### src/rtl/video_scan.sv
// Raster scan generator for a 1 bpp monochrome frame buffer: free-running h/v counters,
// one 32-pixel word fetched per 32 clocks, and syncs/de/pix aligned through a 2-clk pipeline.
module video_scan #(
   parameter int          H_ACTIVE = 1024,
   parameter int          H_FP     = 24,
   parameter int          H_SYNC   = 136,
   parameter int          H_BP     = 160,
   parameter int          V_ACTIVE = 768,
   parameter int          V_FP     = 3,
   parameter int          V_SYNC   = 6,
   parameter int          V_BP     = 29,
   parameter logic [15:0] BASE     = 16'h0000
) (
   input  logic        clk,
   input  logic        rst,
   output logic [15:0] vidadr,
   input  logic [31:0] viddata,
   output logic        hsync,
   output logic        vsync,
   output logic        de,
   output logic        pix,
   output logic        vblank
);

   localparam int H_TOTAL = H_ACTIVE + H_FP + H_SYNC + H_BP;
   localparam int V_TOTAL = V_ACTIVE + V_FP + V_SYNC + V_BP;
   localparam int HW      = $clog2(H_TOTAL);
   localparam int VW      = $clog2(V_TOTAL);

   localparam logic [HW-1:0] H_LAST     = HW'(H_TOTAL - 1);
   localparam logic [HW-1:0] H_ACT      = HW'(H_ACTIVE);
   localparam logic [HW-1:0] HS_FIRST   = HW'(H_ACTIVE + H_FP);
   localparam logic [HW-1:0] HS_LAST    = HW'(H_ACTIVE + H_FP + H_SYNC - 1);
   localparam logic [VW-1:0] V_LAST     = VW'(V_TOTAL - 1);
   localparam logic [VW-1:0] V_ACT      = VW'(V_ACTIVE);
   localparam logic [VW-1:0] VS_FIRST   = VW'(V_ACTIVE + V_FP);
   localparam logic [VW-1:0] VS_LAST    = VW'(V_ACTIVE + V_FP + V_SYNC - 1);
   localparam logic [15:0]   WORDS_LINE = 16'(H_ACTIVE / 32);

   logic [HW-1:0] hcount_q, hcount_d;
   logic [VW-1:0] vcount_q, vcount_d;
   logic [15:0]   line_base_q, line_base_d;
   logic [15:0]   vidadr_q, vidadr_d;
   logic [31:0]   shreg_q, shreg_d;
   logic [1:0]    de_pipe_q, de_pipe_d;
   logic [1:0]    hs_pipe_q, hs_pipe_d;
   logic [1:0]    vs_pipe_q, vs_pipe_d;
   logic          pix_q, pix_d;
   logic          vblank_q, vblank_d;

   logic h_wrap, v_wrap, active, fetch, load;

   // line_base tracks the first word address of the current line, so no multiplier is needed
   always_comb begin
      h_wrap      = (hcount_q == H_LAST);
      v_wrap      = (vcount_q == V_LAST);
      hcount_d    = h_wrap ? '0 : hcount_q + 1'b1;
      vcount_d    = vcount_q;
      line_base_d = line_base_q;
      if (h_wrap) begin
         if (v_wrap) begin
            vcount_d    = '0;
            line_base_d = BASE;
         end else begin
            vcount_d    = vcount_q + 1'b1;
            line_base_d = line_base_q + WORDS_LINE;
         end
      end

      active = (hcount_q < H_ACT) && (vcount_q < V_ACT);
      fetch  = active && (hcount_q[4:0] == 5'd0);
      load   = active && (hcount_q[4:0] == 5'd1);

      vidadr_d  = fetch ? line_base_q + 16'(hcount_q >> 5) : vidadr_q;
      shreg_d   = load ? viddata : {1'b0, shreg_q[31:1]};
      de_pipe_d = {de_pipe_q[0], active};
      hs_pipe_d = {hs_pipe_q[0], !((hcount_q >= HS_FIRST) && (hcount_q <= HS_LAST))};
      vs_pipe_d = {vs_pipe_q[0], !((vcount_q >= VS_FIRST) && (vcount_q <= VS_LAST))};

      // pix lands in the same cycle as the delayed de, gated so blanking is always dark
      pix_d    = shreg_d[0] & de_pipe_q[0];
      vblank_d = (vcount_d >= V_ACT);
   end

   always_ff @(posedge clk or posedge rst) begin
      if (rst) begin
         hcount_q    <= '0;
         vcount_q    <= '0;
         line_base_q <= BASE;
         vidadr_q    <= BASE;
         shreg_q     <= '0;
         de_pipe_q   <= 2'b00;
         hs_pipe_q   <= 2'b11;
         vs_pipe_q   <= 2'b11;
         pix_q       <= 1'b0;
         vblank_q    <= 1'b0;
      end else begin
         hcount_q    <= hcount_d;
         vcount_q    <= vcount_d;
         line_base_q <= line_base_d;
         vidadr_q    <= vidadr_d;
         shreg_q     <= shreg_d;
         de_pipe_q   <= de_pipe_d;
         hs_pipe_q   <= hs_pipe_d;
         vs_pipe_q   <= vs_pipe_d;
         pix_q       <= pix_d;
         vblank_q    <= vblank_d;
      end
   end

   assign vidadr = vidadr_q;
   assign hsync  = hs_pipe_q[1];
   assign vsync  = vs_pipe_q[1];
   assign de     = de_pipe_q[1];
   assign pix    = pix_q;
   assign vblank = vblank_q;

endmodule

### config.mk
export PLATFORM = sky130hd
export DESIGN_NAME = video_scan
export DESIGN_NICKNAME = d
export VERILOG_FILES = /design/src/rtl/video_scan.sv
export SDC_FILE = /design/constraint.sdc
export NUM_CORES = 1
export LEC_CHECK = 0
export BUFFER_PORTS_ARGS = -buffer_cell sky130_fd_sc_hd__buf_2
export CELL_PAD_IN_SITES_DETAIL_PLACEMENT = 1
export CELL_PAD_IN_SITES_GLOBAL_PLACEMENT = 1
export CORE_ASPECT_RATIO = 2
export CORE_MARGIN = 3
export CORE_UTILIZATION = 24
export DETAILED_ROUTE_END_ITERATION = 6
export PLACE_DENSITY_LB_ADDON = 0.08
export SKIP_LAST_GASP = 1
export SLEW_MARGIN = 25
export SYNTH_ARGS = -nofsm -noshare
export SYNTH_HDL_FRONTEND = slang
export SYNTH_SLANG_ARGS = --single-unit
### constraint.sdc
create_clock -name clk -period 6.8 [get_ports clk]
set_input_delay 1.36 -clock clk [delete_from_list [all_inputs] [get_ports clk]]
set_output_delay 1.36 -clock clk [all_outputs]
set_load 0.02 [all_outputs]
[Word level (Yosys, flattened, before mapping)]
Index checks and enable logic that the tools add are counted.
W data, S select, Z words.
Cells by class
  add/subtract/negate cells: 4
  multiply operators: 0
  divide/modulo/power cells: 0
  order comparisons: 7
  equality and inequality tests: 3
  shifts and indexed selects: 0
  mux-type cells: 5
  bitwise operators: 1
  reductions and logical operators: 8
Operators by type and width (number)
  $mux W32: 1
  $ge A10 B10 Y1 const B: 2
  $mux W10: 2
  $add A16 B6 Y16: 1
  $add A16 B6 Y16 const B: 1
  $mux W16: 1
  $add A11 B1 Y11 const B: 1
  $eq A11 B11 Y1 const B: 1
  $ge A11 B11 Y1 const B: 1
  $le A11 B11 Y1 const B: 1
  $lt A11 B11 Y1 const B: 1
  $mux W11: 1
  $add A10 B1 Y10 const B: 1
  $eq A10 B10 Y1 const B: 1
  $le A10 B10 Y1 const B: 1
  $lt A10 B10 Y1 const B: 1
  $eq A5 B1 Y1 const B: 1
  $logic_and A1 B1 Y1: 5
  $logic_not A5 Y1: 1
  $logic_not A1 Y1: 2
  $and A1 B1 Y1: 1
Word-level totals
  bits in registers: 93
  bits in latches: 0
  RAM bits: 0
  ROM bits: 0
  input bits: 34
  output and inout bits: 21
  logic and storage cells: 38
  memories: 0

[Longest topological paths before layout]
Gate-level depths: netlist of the first run.
  word-level depth: 5
  depth in mapped cells: 7
  mapped depth without buffers: 6

[Worst setup path before layout of the first run]
OpenSTA, ideal clock, no wires.
  kind: register -> output
  start point: reg hs_pipe_q[1]
  end point: out hsync
  arrival time: 554 ps
  setup slack: 4886 ps
  cell stages (with the launch flop): 1
  path through: dfstp_2
RTL lines
  start, declared: line 46  | logic [1:0] hs_pipe_q, hs_pipe_d;
  start signal, assigned: line 104  | hs_pipe_q <= hs_pipe_d;
  end, declared: line 18  | output logic hsync,
No word-level cell between the ends.

[Worst setup path in the final report of the first run]
  start point: reg hs_pipe_q[1]
  end point: out hsync
No word-level cell between the ends.

==> reports/results.env, run 1 <==
RUN_STATUS='finished clean'
FINAL_CLOCK_SKEW_NS=0.00833
FIN_TNS_SETUP_NS=0
INTPOWER_uW=861
SHARE_OF_LAYOUT_CELLS_ABOVE_DRIVE_STRENGTH_1_PCT=31.9
TIMING.HOLD.WS_NS=0.356
FINAL_HOLD_VIOL_COUNT=0
DRT_DRC_VIOLATIONS_LEFT=0
ROUTE.ANTENNA.REMAINING_NETS=0
CRITICAL_PATH.MAX_STAGE_DELAY_NS=0.52
YOSYSSEQAREASHARE_PCT=56.1
TIMING.HOLD.WORST.START='hs_pipe_q[0]'
HOLD_PATH_END='hs_pipe_q[1]'
CLOCK_NETWORK_FRACTION_OF_TOTAL_POWER_PCT=49.9
SYNTH.YOSYS.WARNINGS=0
UTILIZATION_PCT=29.5
CLASS_OF_THE_MOST_CRITICAL_SETUP_PATH='register to primary output'
SYNTH_CELL_TYPES=42
SLEW-LIMIT-HEADROOM_PCT=53.7
FP.DIEW_UM=96.0
SYNTH_AREA_UM2=3890
CRITICAL_PATH_BUF_INV_COUNT=1
DR.PASS1.ITERS=4
SEQCELLAREA_UM2=2180
NUMBER_OF_VIAS_IN_THE_ROUTED_LAYOUT=2591
MAPPEDNETLISTNETS=373
CTS_TREE='done'
WORSTPATHCELLLIST='buf_2'
CELLLEAKAGEPOWER_nW=2.13
P_TOTAL_mW=1.09
REPORT.FINAL.SLEW_VIOL_COUNT=0
DRT-INITIAL-DRC-COUNT=28
SYNTH-EDFF-COUNT=0
REGTOREGSTARTPOINT='hcount_q[0]'
GRT_OVERFLOW=0
DIE-AREA_UM2=17900
NNETSFINAL=425
RSZ0062_AT_GRT='no'
FINAL_WS_SETUP_NS=4.44
POWER_FRAC_SEQ_PCT=47.8
SYN2LAYOUT_AREA_GROWTH_PCT=20.4
LEADING_REGISTER_CELL_TYPE_OUT_OF_SYNTHESIS='sky130_fd_sc_hd__dfrtp_1'
POST_CTS.REPAIR.SETUP_BUFFERS=0
HP-CLASS='register to register'
AVGVIACOUNTPERCELL=4.39
PLACE_HPWL_UM=6660
R2R_SETUP_SLACK_NS=4.48
CTS_ROOT_BUFFER='sky130_fd_sc_hd__clkbuf_16'
PLACEMENT.SETUP.WORST_SLACK_NS=4.06
GRT_PASS1_WL_UM=15100
MULTI_INPUT_GATE_AREA_UM2=1600
DIEHEIGHT_UM=186
WORST_PATH_DOMINANT_CELL_FAMILY='flip-flops'
INSERTION_DELAY_NS=0.34
IO_PINS=55
CPMAXSTAGEDELAYCELL='sky130_fd_sc_hd__dfstp_2'
SYNTH_ASYNC_SR_FLOP_SHARE_PCT=100
FMAX_MHz=423
SYN_AVG_CELL_AREA_UM2=11.7
INITIAL_ANTENNA_VIOLATION_COUNT=0
TIMING.CRITICAL_PATH.FROM_TYPE='register'
ANTENNA_CELLS=0
VDD_IR_DROP_MAX_uV=145
POST_DRT_WL_PER_CELL_UM=15.5
POST-ROUTE-PERIOD-UTIL_PCT=34.7
PLACEMENT_ROWS=65
WL_UM=9160
NUMCLOCKSINKS=87
P_SW_SHARE_PCT=21.4
CRITPATHCAPTURETYPE='primary output'
SYNTH.FF_LATCH_COUNT=87
CTSHOLDBUFFERS=0
LARGEST_NET_DEGREE_AT_THE_START_OF_GLOBAL_ROUTING=54
SYN-INSTANCE-COUNT=332
CP_MAX_FO=1
TIMING.CRITICAL_PATH.REQUIRED_NS=5.44
POWER_PER_CELL_AREA_nW_PER_UM2=234
WORST_HOLD_PATH_CELL_COUNT=0
CRITICAL_PATH.STARTPOINT='hs_pipe_q[1]'
CP.ARRIVAL_NS=1.00
TIMING.CRITICAL_PATH.DEPTH=1
WORSTREGTOREGCELLS=5
OVERALL_TRACK_DEMAND_OVER_CAPACITY_IN_GLOBAL_ROUTING_PCT=11.1
NUMBER_OF_BUFFERS_INSERTED_DURING_CLOCK_TREE_SYNTHESIS=9
POST_CTS_RESIZED=0
CTS_HTREE_LEVELS=3
FILL_CELLS=1785
DRV_CAP=0
SWITCHING_COMPONENT_OF_THE_POWER_uW=234
VIAS_IN_THE_FIRST_GLOBAL_ROUTE=2859
CORE_UM2=15900
COMBINATIONALPOWERSHARE_PCT=2.3
R2R_END='vblank'
SETUP_VIOLATING_ENDPOINT_COUNT_IN_THE_FINAL_REPORT=0
CTS.PATH.MAX_BUFFERS=2
GPL.FINAL_WEIGHTED_CONGESTION=0.695
PATH_CLK_SLEW_NS=0.07
NUMPORTBUFFERS=54
START_UTIL_PCT=24.5
FINAL.MIN_CLOCK_PERIOD_NS=2.36
TRANSITION_TIME_AT_THE_PIN_WITH_THE_LEAST_SLEW_MARGIN_NS=0.695
==> layer usage <==
layer  GRT usage [%]  part of all wire [%]  up-vias
met4            4.33                   2.2        0
met3            2.14                   3.9       10
met2            20.2                    55       49
met1            12.3                    39     1300
met5               0                     0        -
li1                -                     -     1232
==> sequential cells by signal, indices dropped and copies added, names as in the netlist, 2 cells and up <==
name         count
de_pipe_q        2
vcount_q        10
hcount_q        11
vidadr          16
hs_pipe_q        2
vs_pipe_q        2
line_base_q     11
shreg_q         31
==> how the worst max path moves through the flow <==
stage,to,slack (ns)
after CTS,vidadr[5],4.30
after global placement,shreg_q[7],4.10
final,hsync,4.44
after floorplan,de_pipe_q[0],3.20
after detailed placement,shreg_q[5],4.06
after global routing,line_base_q[13],4.31
==> power groups by stage <==
| stage | sequential, mW | combinational, mW | clock [mW] |
|---|---|---|---|
| 3_3_place_gp | 0.533 | 0.0272 | 0 |
| 6_report | 0.524 | 0.0254 | 0.546 |
| 5_1_grt | 0.524 | 0.0297 | 0.590 |
| 4_1_cts | 0.524 | 0.0277 | 0.571 |
| 2_1_floorplan | 0.533 | 0.0118 | 0 |
| 3_5_place_dp | 0.534 | 0.0276 | 0 |
==> placed cells by master, fill, tap and decap left out, types with 2 or more instances in the layout <==
master / count
sky130_fd_sc_hd__o21ai_0: 12
sky130_fd_sc_hd__inv_1: 8
sky130_fd_sc_hd__nand4_1: 5
sky130_fd_sc_hd__dfstp_2: 4
sky130_fd_sc_hd__nor3_2: 3
sky130_fd_sc_hd__nand3_1: 16
sky130_fd_sc_hd__clkbuf_16: 9
sky130_fd_sc_hd__buf_4: 2
sky130_fd_sc_hd__xor2_1: 12
sky130_fd_sc_hd__nor3_1: 6
sky130_fd_sc_hd__ha_1: 7
sky130_fd_sc_hd__nor2b_1: 2
sky130_fd_sc_hd__bufinv_16: 2
sky130_fd_sc_hd__nand2_1: 33
sky130_fd_sc_hd__clkinv_2: 2
sky130_fd_sc_hd__buf_2: 54
sky130_fd_sc_hd__mux2_2: 34
sky130_fd_sc_hd__xnor2_1: 22
sky130_fd_sc_hd__nand4_2: 2
sky130_fd_sc_hd__nor4_4: 3
sky130_fd_sc_hd__a21oi_1: 4
sky130_fd_sc_hd__dfrtp_1: 83
sky130_fd_sc_hd__nor4_1: 4
sky130_fd_sc_hd__inv_8: 2
sky130_fd_sc_hd__nor2_1: 31
sky130_fd_sc_hd__and3_1: 3
sky130_fd_sc_hd__a31oi_1: 2
sky130_fd_sc_hd__clkinv_4: 2
sky130_fd_sc_hd__o21ai_1: 4
==> cells in the mapped netlist, types with 2 or more instances <==
master	n	share of area, %
sky130_fd_sc_hd__clkbuf_1	6	0.58
sky130_fd_sc_hd__nand4_1	5	0.80
sky130_fd_sc_hd__nor4_1	4	0.64
sky130_fd_sc_hd__nand2_1	34	3.3
sky130_fd_sc_hd__and3_1	3	0.48
sky130_fd_sc_hd__a31oi_1	2	0.32
sky130_fd_sc_hd__nand4_2	2	0.64
sky130_fd_sc_hd__nand3_1	16	2.1
sky130_fd_sc_hd__dfrtp_1	83	53
sky130_fd_sc_hd__buf_2	5	0.64
sky130_fd_sc_hd__inv_1	9	0.87
sky130_fd_sc_hd__nor2_1	31	3.0
sky130_fd_sc_hd__xnor2_1	22	5.0
sky130_fd_sc_hd__o21ai_1	4	0.51
sky130_fd_sc_hd__xor2_1	12	2.7
sky130_fd_sc_hd__nor2b_1	2	0.32
sky130_fd_sc_hd__nor3_2	3	0.77
sky130_fd_sc_hd__mux2_2	34	9.8
sky130_fd_sc_hd__o21ai_0	12	1.5
sky130_fd_sc_hd__a21oi_1	4	0.51
sky130_fd_sc_hd__dfstp_2	4	2.7
sky130_fd_sc_hd__ha_1	7	2.3
sky130_fd_sc_hd__nor3_1	6	0.77
sky130_fd_sc_hd__buf_6	2	0.58
sky130_fd_sc_hd__nor4_4	3	1.6
==> kinds of logic (layout without fill, tap and decap cells) <==
group                      Yosys count  count (layout)  share of synthesized area, %
AOI/OAI and AO/OA                   27              27                          3.96
adders and majority gates            7               7                          2.25
muxes                               35              35                          10.1
and+or+nand+nor                    118             118                          17.0
DFF                                 87              87                          56.1
buffers and inverters               24              81                          2.90
xor gates and xnor gates            34              34                          7.66
==> metrics by stage <==
| stage | area (um2) | cells |
|---|---|---|
| after floorplan | 3890 | 332 |
| after global placement | 4350 | 574 |
| after detailed placement | 4350 | 574 |
| after CTS | 4680 | 590 |
| after global routing | 4680 | 590 |
| final | 4680 | 590 |
==> layout make-up <==
class	instances	share of cell area, %
Inverter	9	0.748
Multi-Input combinational cell	221	34.1
Tap cell	201	5.37
Clock buffer	9	4.81
Timing Repair Buffer	56	6.09
Sequential cell	87	46.6
Clock inverter	7	2.25
Note: power is estimated with default switching activity, not from simulation.
==> run 2: changes to the inputs <==
clock period = 2 ns   (was 6.8 ns; I/O delays follow)
==> reports/results.env, run 2 (same netlist as run 1, synthesis figures left out) <==
RUN_STATUS='finished clean'
CTS_HTREE_LEVELS=3
NUMBER_OF_BUFFERS_INSERTED_DURING_CLOCK_TREE_SYNTHESIS=9
CPMAXSTAGEDELAYCELL='sky130_fd_sc_hd__or4b_4'
WORSTPATHCELLLIST='or4b_4 > nor4_4 > buf_4 > nand3_1 > xor2_1 > nor2_1'
TIMING.CRITICAL_PATH.FROM_TYPE='register'
GPL.FINAL_WEIGHTED_CONGESTION=0.710
DR.PASS1.ITERS=4
CP_MAX_FO=6
CELLLEAKAGEPOWER_nW=2.27
REGTOREGSTARTPOINT='hcount_q[9]'
AVGVIACOUNTPERCELL=4.39
GRT_OVERFLOW=0
NNETSFINAL=456
POST-ROUTE-PERIOD-UTIL_PCT=95.3
LARGEST_NET_DEGREE_AT_THE_START_OF_GLOBAL_ROUTING=32
WORST_PATH_DOMINANT_CELL_FAMILY='simple AND/OR/NAND/NOR gates'
FP.DIEW_UM=96.0
DR_WL_MET2_UM=5670
FINAL_CLOCK_SKEW_NS=0.0130
POWER_PER_CELL_AREA_nW_PER_UM2=695
HP-CLASS='input port to async pin'
CORE_UM2=15900
FIN_TNS_SETUP_NS=0
PLACE_HPWL_UM=7530
CP.ARRIVAL_NS=2.13
WL_UM=9740
NUMCLOCKSINKS=87
CTS_ROOT_BUFFER='sky130_fd_sc_hd__clkbuf_16'
RSZ0062_AT_GRT='no'
REPORT.FINAL.SLEW_VIOL_COUNT=0
CRITICAL_PATH_BUF_INV_COUNT=1
POSTPLACECELLAREA_UM2=4640
VIAS_IN_THE_FIRST_GLOBAL_ROUTE=3072
CLASS_OF_THE_MOST_CRITICAL_SETUP_PATH='register to register'
DIEHEIGHT_UM=186
IO_PINS=55
TIMING.HOLD.WS_NS=0.0639
LEADING_CELL_TYPE_IN_THE_LAYOUT_FILL_AND_TAPS_EXCLUDED='sky130_fd_sc_hd__dfrtp_1'
POST_DRT_WL_PER_CELL_UM=15.7
DRT_DRC_VIOLATIONS_LEFT=0
INITIAL_ANTENNA_VIOLATION_COUNT=0
MET1_LENGTH_UM=3410
FINAL.MIN_CLOCK_PERIOD_NS=1.91
FMAX_MHz=525
WORSTREGTOREGCELLS=6
NUMPORTBUFFERS=54
CRITPATHCAPTURETYPE='register'
GRT_PASS1_WL_UM=15900
SLEW-LIMIT-HEADROOM_PCT=70.9
TRANSITION_TIME_AT_THE_PIN_WITH_THE_LEAST_SLEW_MARGIN_NS=0.435
DRV_CAP=0
DRT-INITIAL-DRC-COUNT=46
UTILIZATION_PCT=31.0
NUMPLACEDINSTANCES=604
OVERALL_TRACK_DEMAND_OVER_CAPACITY_IN_GLOBAL_ROUTING_PCT=11.9
FINAL_WS_SETUP_NS=0.0946
INSTANCES_NO_FILL=620
P_TOTAL_mW=3.42
DESIGN_AREA_UM2=4920
DIE-AREA_UM2=17900
SYN2LAYOUT_AREA_GROWTH_PCT=26.6
CTS_TREE='done'
ANTENNA_CELLS=0
CRITICAL_PATH.MAX_STAGE_DELAY_NS=0.61
ROUTE.ANTENNA.REMAINING_NETS=0
SETUP_VIOLATING_ENDPOINT_COUNT_IN_THE_FINAL_REPORT=0
REGISTER_CONTAINING_THE_MOST_FLIP_FLOPS_IN_THE_FINAL_LAYOUT='shreg_q'
MET3_WIRELENGTH_UM=375
CTS.PATH.MAX_BUFFERS=2
R2R_SETUP_SLACK_NS=0.09
LARGEST_REG_FLOPS=31
START_UTIL_PCT=24.5
R2R_END='vcount_q[5]'
SHARE_OF_LAYOUT_CELLS_ABOVE_DRIVE_STRENGTH_1_PCT=36.0
PLACEMENT.SETUP.WORST_SLACK_NS=0.0895
NUMBER_OF_VIAS_IN_THE_ROUTED_LAYOUT=2720
VDD_IR_DROP_MAX_uV=375
FINAL_HOLD_VIOL_COUNT=0
INSERTION_DELAY_NS=0.34
LAYOUT_COMMON_CELLS='sky130_fd_sc_hd__dfrtp_1, sky130_fd_sc_hd__buf_2, sky130_fd_sc_hd__nand2_1, sky130_fd_sc_hd__mux2_2, sky130_fd_sc_hd__nor2_1'
PLACEMENT_ROWS=65
TIMING.CRITICAL_PATH.REQUIRED_NS=2.22
PATH_CLK_SLEW_NS=0.07
HIGHEST_ROUTED_METAL_LAYER='met4'
[run 2: changes by cell type in the layout (fill, tap and decap cells not counted), moves of 2 or more]
cell	change
sky130_fd_sc_hd__inv_8	-2
sky130_fd_sc_hd__buf_4	+26
sky130_fd_sc_hd__clkinv_2	-2
sky130_fd_sc_hd__bufinv_16	-2
sky130_fd_sc_hd__clkbuf_1	+3
sky130_fd_sc_hd__buf_12	+5
[run 2: cell type report]
type	instances	area (um2)
well taps	201	251
multi-input cells	221	1600
flip-flops and latches	87	2180
clock buffers	13	250
clock inverters	2	17.5
repair buffers	87	581
fillers	1799	10900
inverters	9	37.5
[run 2: where the power goes]
group	switching, mW	internal (mW)	total [mW]
clock network	0.665	0.875	1.54
logic	0.0526	0.0470	0.0995
registers	0.00389	1.78	1.78
[run 2: worst max-delay path by stage]
stage | from | endpoint | cells past startpoint
5_1_grt | hcount_q[9] | vcount_q[9] | 6
6_report | hcount_q[9] | vcount_q[5] | 6
4_1_cts | hcount_q[7] | vcount_q[5] | 6
3_3_place_gp | hcount_q[7] | vcount_q[5] | 6
3_5_place_dp | hcount_q[7] | vcount_q[9] | 6
2_1_floorplan | hcount_q[9] | vcount_q[9] | 6
[run 2: routing by layer]
metal	vias up	global-route usage, %
li1	1287	-
met1	1366	11.1
met2	54	23.1
met3	13	2.55
met4	0	6.27
met5	-	0
[run 2: repair_timing]
action,CTS,global route
endpoints found under the setup margin,0,3
hold buffers,0,0
setup buffers,0,1
gates resized for setup,0,2
[run 2: worst register-to-register path: stages, from the launching register on]
cell and delay (ns):
sky130_fd_sc_hd__dfrtp_2 0.44, sky130_fd_sc_hd__or4b_4 0.61, sky130_fd_sc_hd__nor4_4 0.27, sky130_fd_sc_hd__buf_4 0.18
sky130_fd_sc_hd__nand3_1 0.09, sky130_fd_sc_hd__xor2_1 0.15, sky130_fd_sc_hd__nor2_1 0.05
